**src/rtl/block_xfer_seq.sv**
```systemverilog
// Multi-cycle LDM/STM sequencer: walks the register list lowest-first, issues one
// memory beat per listed register, then spends one cycle on the optional base writeback.
module block_xfer_seq (
    input  logic        clk,
    input  logic        rst,
    input  logic        start,
    input  logic        is_load,
    input  logic        up,
    input  logic        pre,
    input  logic        writeback,
    input  logic        user_bank,
    input  logic [15:0] reg_list,
    input  logic [3:0]  base_reg,
    input  logic [31:0] base_val,
    input  logic [4:0]  cur_mode,
    input  logic        mem_ready,
    output logic        busy,
    output logic        done,
    output logic        mem_req,
    output logic        mem_we,
    output logic [31:0] mem_addr,
    output logic [4:0]  rf_mode,
    output logic [3:0]  rf_rm,
    output logic [3:0]  rf_rd,
    output logic        rf_write,
    output logic        rf_wsel,
    output logic [31:0] wb_addr,
    output logic        pc_loaded
);

    typedef enum logic [1:0] {IDLE, XFER, WB} state_t;

    state_t      state_q;
    logic [15:0] list_q;
    logic [31:0] addr_q;
    logic [31:0] wb_q;
    logic [3:0]  rn_q;
    logic [4:0]  mode_q;
    logic        load_q;
    logic        wb_en_q;
    logic        user_q;
    logic        pc_q;
    logic        base_hit_q;

    logic [4:0]  n_cnt;
    logic [31:0] four_n;
    logic [31:0] start_addr;
    logic [3:0]  cur_idx;
    logic [15:0] list_d;

    always_comb begin
        n_cnt = '0;
        for (int i = 0; i < 16; i++) begin
            n_cnt = n_cnt + {4'b0, reg_list[i]};
        end
    end

    assign four_n = {25'b0, n_cnt, 2'b00};

    // Beats always run at ascending addresses, so a descending transfer starts at its lowest word.
    always_comb begin
        if (up) begin
            start_addr = pre ? base_val + 32'd4 : base_val;
        end else begin
            start_addr = pre ? base_val - four_n : base_val - four_n + 32'd4;
        end
    end

    always_comb begin
        cur_idx = '0;
        for (int i = 15; i >= 0; i--) begin
            if (list_q[i]) begin
                cur_idx = 4'(i);
            end
        end
    end

    // Clearing the lowest set bit retires the beat that just completed.
    assign list_d = list_q & (list_q - 16'd1);

    always_ff @(posedge clk) begin
        if (rst) begin
            state_q    <= IDLE;
            list_q     <= '0;
            addr_q     <= '0;
            wb_q       <= '0;
            rn_q       <= '0;
            mode_q     <= '0;
            load_q     <= 1'b0;
            wb_en_q    <= 1'b0;
            user_q     <= 1'b0;
            pc_q       <= 1'b0;
            base_hit_q <= 1'b0;
        end else begin
            case (state_q)
                IDLE: begin
                    if (start) begin
                        list_q     <= reg_list;
                        addr_q     <= start_addr;
                        wb_q       <= up ? base_val + four_n : base_val - four_n;
                        rn_q       <= base_reg;
                        mode_q     <= cur_mode;
                        load_q     <= is_load;
                        wb_en_q    <= writeback;
                        user_q     <= user_bank && (!is_load || !reg_list[15]);
                        pc_q       <= is_load && reg_list[15];
                        base_hit_q <= reg_list[base_reg];
                        state_q    <= (n_cnt == 5'd0) ? WB : XFER;
                    end
                end
                XFER: begin
                    if (mem_ready) begin
                        list_q <= list_d;
                        addr_q <= addr_q + 32'd4;
                        if (list_d == 16'd0) begin
                            state_q <= WB;
                        end
                    end
                end
                WB:      state_q <= IDLE;
                default: state_q <= IDLE;
            endcase
        end
    end

    always_comb begin
        busy      = 1'b0;
        done      = 1'b0;
        mem_req   = 1'b0;
        mem_we    = 1'b0;
        mem_addr  = '0;
        rf_mode   = cur_mode;
        rf_rm     = '0;
        rf_rd     = '0;
        rf_write  = 1'b0;
        rf_wsel   = 1'b0;
        wb_addr   = '0;
        pc_loaded = 1'b0;
        case (state_q)
            XFER: begin
                busy     = 1'b1;
                mem_req  = 1'b1;
                mem_we   = !load_q;
                mem_addr = {addr_q[31:2], 2'b00};
                rf_mode  = user_q ? 5'b10000 : mode_q;
                rf_rm    = cur_idx;
                rf_rd    = cur_idx;
                rf_write = load_q && mem_ready;
                wb_addr  = wb_q;
            end
            WB: begin
                busy      = 1'b1;
                done      = 1'b1;
                rf_mode   = mode_q;
                rf_rd     = rn_q;
                rf_write  = wb_en_q && !(load_q && base_hit_q);
                rf_wsel   = 1'b1;
                wb_addr   = wb_q;
                pc_loaded = pc_q;
            end
            default: ;
        endcase
    end

endmodule

```
**config.mk**
```make
export PLATFORM = sky130hd
export DESIGN_NAME = block_xfer_seq
export DESIGN_NICKNAME = d
export VERILOG_FILES = /design/src/rtl/block_xfer_seq.sv
export SDC_FILE = /design/constraint.sdc
export NUM_CORES = 1
export LEC_CHECK = 0
export ABC_AREA = 0
export CORE_UTILIZATION = 30
export CTS_BUF_LIST = sky130_fd_sc_hd__clkbuf_16
export DETAILED_ROUTE_END_ITERATION = 8
export PLACE_DENSITY = 0.52
export SYNTH_ARGS = -nofsm -noshare
export SYNTH_HDL_FRONTEND = slang
export SYNTH_SLANG_ARGS = --single-unit
```
**constraint.sdc**
```tcl
create_clock -name clk -period 9.7 [get_ports clk]
set_input_delay 1.94 -clock clk [delete_from_list [all_inputs] [get_ports clk]]
set_output_delay 1.94 -clock clk [all_outputs]
set_load 0.05 [all_outputs]
```
==> flow_summary.toml, run 1 <==
[routing]
drt_first_iter_violations = 890
dr_wl_met3_mm = 1.79
wl_met2_mm = 14.8
dr.pass1.iters = 7
antenna_left = 0
drc = 0
totalWireLength_mm = 33.3
drt-met1-wl_mm = 16.0
top_layer_used = "met4"
wl_per_cell_um = 19.0
vias = 9580
via_per_inst = 5.47

[global_route]
grt_pass1_vias = 8941
grt_usage = 0.213
grt_pass1_wl_mm = 51.7
grt_max_degree = 74
grt_overflow = 0
antenna_found_initial = 0

[floorplan]
coreArea_mm2 = 0.0296
start_util = 0.305
ioPinCount = 150
die_w_um = 176
die_y_um = 176
die-area_mm2 = 0.0308
rows = 63

[clock_tree]
h-tree-depth = 3
cts_resized = 0
cts-root-buf = "clkbuf_16"
cts_tree = "done"
hold_buffers = 0
worstSkewPairLatency_ps = 360
clkTransAtPathRegs_ps = 80
numCtsBuffers = 9
cts_buffer_depth = 2
post_cts_buffers = 0
clkSinkCount = 94

[timing]
slew_headroom = 0.300
rsz0062_at_grt = "false"
min_period_over_period = 0.915
slew_viol_final = 0
hold_violations = 0
max_freq_ghz = 0.113
tightest_slew_ps = 1050
clock_skew_ps = 15.0
setup_violations = 0
fin_crit_ps = 8870
fin_ws_ps = 829
setup_tns_ps = 0

[synth]
synth_commonest_cells = "178 x nand2_1, 116 x nor2_1, 112 x a21oi_1"
yosysTopAreaCell = "dfxtp_1"
async_flop_share = 0
ys_ff_latch = 94
yosysSeqAreaShare = 0.208
syn_area_per_cell_um2 = 7.07
synth-edff-count = 0
synthFlopType = "dfxtp_1"
yosysUniqueCellTypes = 88
yosys_warnings = 0
synth.most_common_cell = "nand2_1"
postSynthCellCount = 1279
synth_top_area_share = 0.208
synth.area.top_cells = "dfxtp_1 21%, nand2_1 7.4%, a21oi_1 6.2%"
netlist_area_mm2 = 0.00904

[pwr]
power.density_mw_per_mm2 = 277
peakVddDrop_mv = 0.153
p_total_mw = 3.05
p_leak_nw = 3.86

[layout]
num_antenna_cells = 0
drive_gt1_frac = 0.0485
final_util = 0.372
instances_no_fill = 1750
fin_nets = 1455
fill_cells = 3205
syn2layout_area_growth_pct = 21.8

[critical_path]
worstPathMaxFanout = 12
cp-end-kind = "register"
crit_type = "primary input to register"
crit_arrival_ps = 9120
startpoint_type = "primary input"
required_ps = 9950

[placed_design]
io_buffers = 147
gp_congestion = 0.940
hpwl_mm = 24.9
post-place-ws_ps = 597
placedCellCount = 1734

[outcome]
status = "complete, no violations"

[run]
maxCapViolCount = 0

[worst_hold_path]
hold_class = "register to register"
## layout make-up
type                       count  area, µm²  area share
clock inverter                 7       66.3     0.00602
timing repair buffer         159       1550       0.141
inverter                      54        203      0.0184
sequential                    94       1880       0.171
clock buffer                   9        225      0.0204
tap                          390        488      0.0443
multi-input combinational   1037       6600       0.599
## flip-flops by register name (all words and copies together), names as in the netlist
| signal | count |
|---|---|
| list_q | 16 |
| base_hit_q | 1 |
| wb_en_q | 1 |
| addr_q | 30 |
| load_q | 1 |
| rn_q | 4 |
| mode_q | 5 |
| wb_q | 32 |
| state_q | 2 |
| pc_q | 1 |
| user_q | 1 |
## metrics by stage
step | cell area [µm²] | hold slack, ps
3_5_place_dp | 10700 | 441
2_1_floorplan | 9050 | 427
5_1_grt | 11000 | 465
4_1_cts | 11000 | 452
3_3_place_gp | 10700 | 438
6_report | 11000 | 451
## worst max-delay path, cell delays in order
cell and delay [ps]:
clkdlybuf4s50_1 560, fa_1 550, inv_1 50, fa_1 480, inv_1 50, fa_1 500, inv_1 60, fa_1 490
inv_1 50, ha_1 190, inv_1 70, fa_1 200, nor2b_1 50, o21ai_0 250, inv_1 140, ha_1 450
nor2b_1 860, nor3_1 200, a21boi_0 330, o211a_1 220, o2111ai_1 300, nor3_1 400, mux2i_1 300, o21ai_0 110
a221o_1 310
## report_power, final
| part | total, mW | internal (mW) | leakage [nW] | switching (mW) |
|---|---|---|---|---|
| sequential | 0.624 | 0.505 | 0.773 | 0.119 |
| combinational | 2.05 | 0.716 | 2.95 | 1.34 |
| clock | 0.369 | 0.199 | 0.142 | 0.170 |
## final timing paths
kind                start          to  slack [ps]  depth (start not counted)
max          reg_list[15]  addr_q[27]         830                         25
min               wb_q[8]     wb_q[8]         450                          2
max reg2reg    state_q[1]  addr_q[22]        6160                          8
min reg2reg       wb_q[8]     wb_q[8]         450                          2
## metal layers
metal  track usage  vias up
met5             0        -
met4        0.0594        0
met3        0.0310       41
met2         0.336      317
met1         0.299     4547
li1              -     4675
## cell families (layout without fill, tap and decap cells)
| family | after synthesis | count (layout) | share of synthesized area |
|---|---|---|---|
| other cells | 1 | 2 | 0.000415 |
| xor+xnor | 85 | 85 | 0.0831 |
| flops | 94 | 94 | 0.208 |
| compound gates | 322 | 322 | 0.236 |
| fa+ha+maj | 37 | 37 | 0.0603 |
| buf+inv | 149 | 229 | 0.0639 |
| mux | 21 | 21 | 0.0331 |
| simple gates | 570 | 570 | 0.315 |
## cell usage in the layout, fill, tap and decap left out, types with 5 or more instances in the layout
cell               n
or2_2              6
o2111ai_1          5
and3_1            17
nand2_1          177
mux4_2             7
and4_1             6
dfxtp_1           94
fa_1              12
o21bai_1           5
nor2b_1            9
ha_1              21
and2_1            69
mux2i_1           13
clkbuf_16          9
or4_1              7
o22ai_1            7
nand3_1           45
clkdlybuf4s50_1  145
a211oi_1          22
xor2_1            32
a21oi_1          112
o211ai_1           6
nand4_1           16
o21ai_0           58
nor4_1            17
a22oi_1           20
nor3_1            43
buf_4             13
o21a_1             6
or3_1             10
o31ai_1            9
a2111oi_0          6
inv_1             54
a21o_1             8
nand2b_1           6
nor2_1           115
a31oi_1            8
xnor2_1           52
(Power assumes the default switching activity.)
==> inputs of run 2 (changes only) <==
--- a/config.mk
+++ b/config.mk
@@ -8,8 +8,10 @@
 export ABC_AREA = 0
 export CORE_UTILIZATION = 30
 export CTS_BUF_LIST = sky130_fd_sc_hd__clkbuf_16
+export CTS_CLUSTER_SIZE = 24
 export DETAILED_ROUTE_END_ITERATION = 8
 export PLACE_DENSITY = 0.52
+export SKIP_CTS_REPAIR_TIMING = 1
 export SYNTH_ARGS = -nofsm -noshare
 export SYNTH_HDL_FRONTEND = slang
 export SYNTH_SLANG_ARGS = --single-unit
==> results of run 2 <==
No change in the layout: final DEF, timing and power equal those of run 1.
==> inputs of run 3 (changes only) <==
--- a/config.mk
+++ b/config.mk
@@ -6,6 +6,7 @@
 export NUM_CORES = 1
 export LEC_CHECK = 0
 export ABC_AREA = 0
+export CAP_MARGIN = 5
 export CORE_UTILIZATION = 30
 export CTS_BUF_LIST = sky130_fd_sc_hd__clkbuf_16
 export CTS_CLUSTER_SIZE = 24
==> results of run 3 <==
No change in the layout: final DEF, timing and power equal those of run 1.
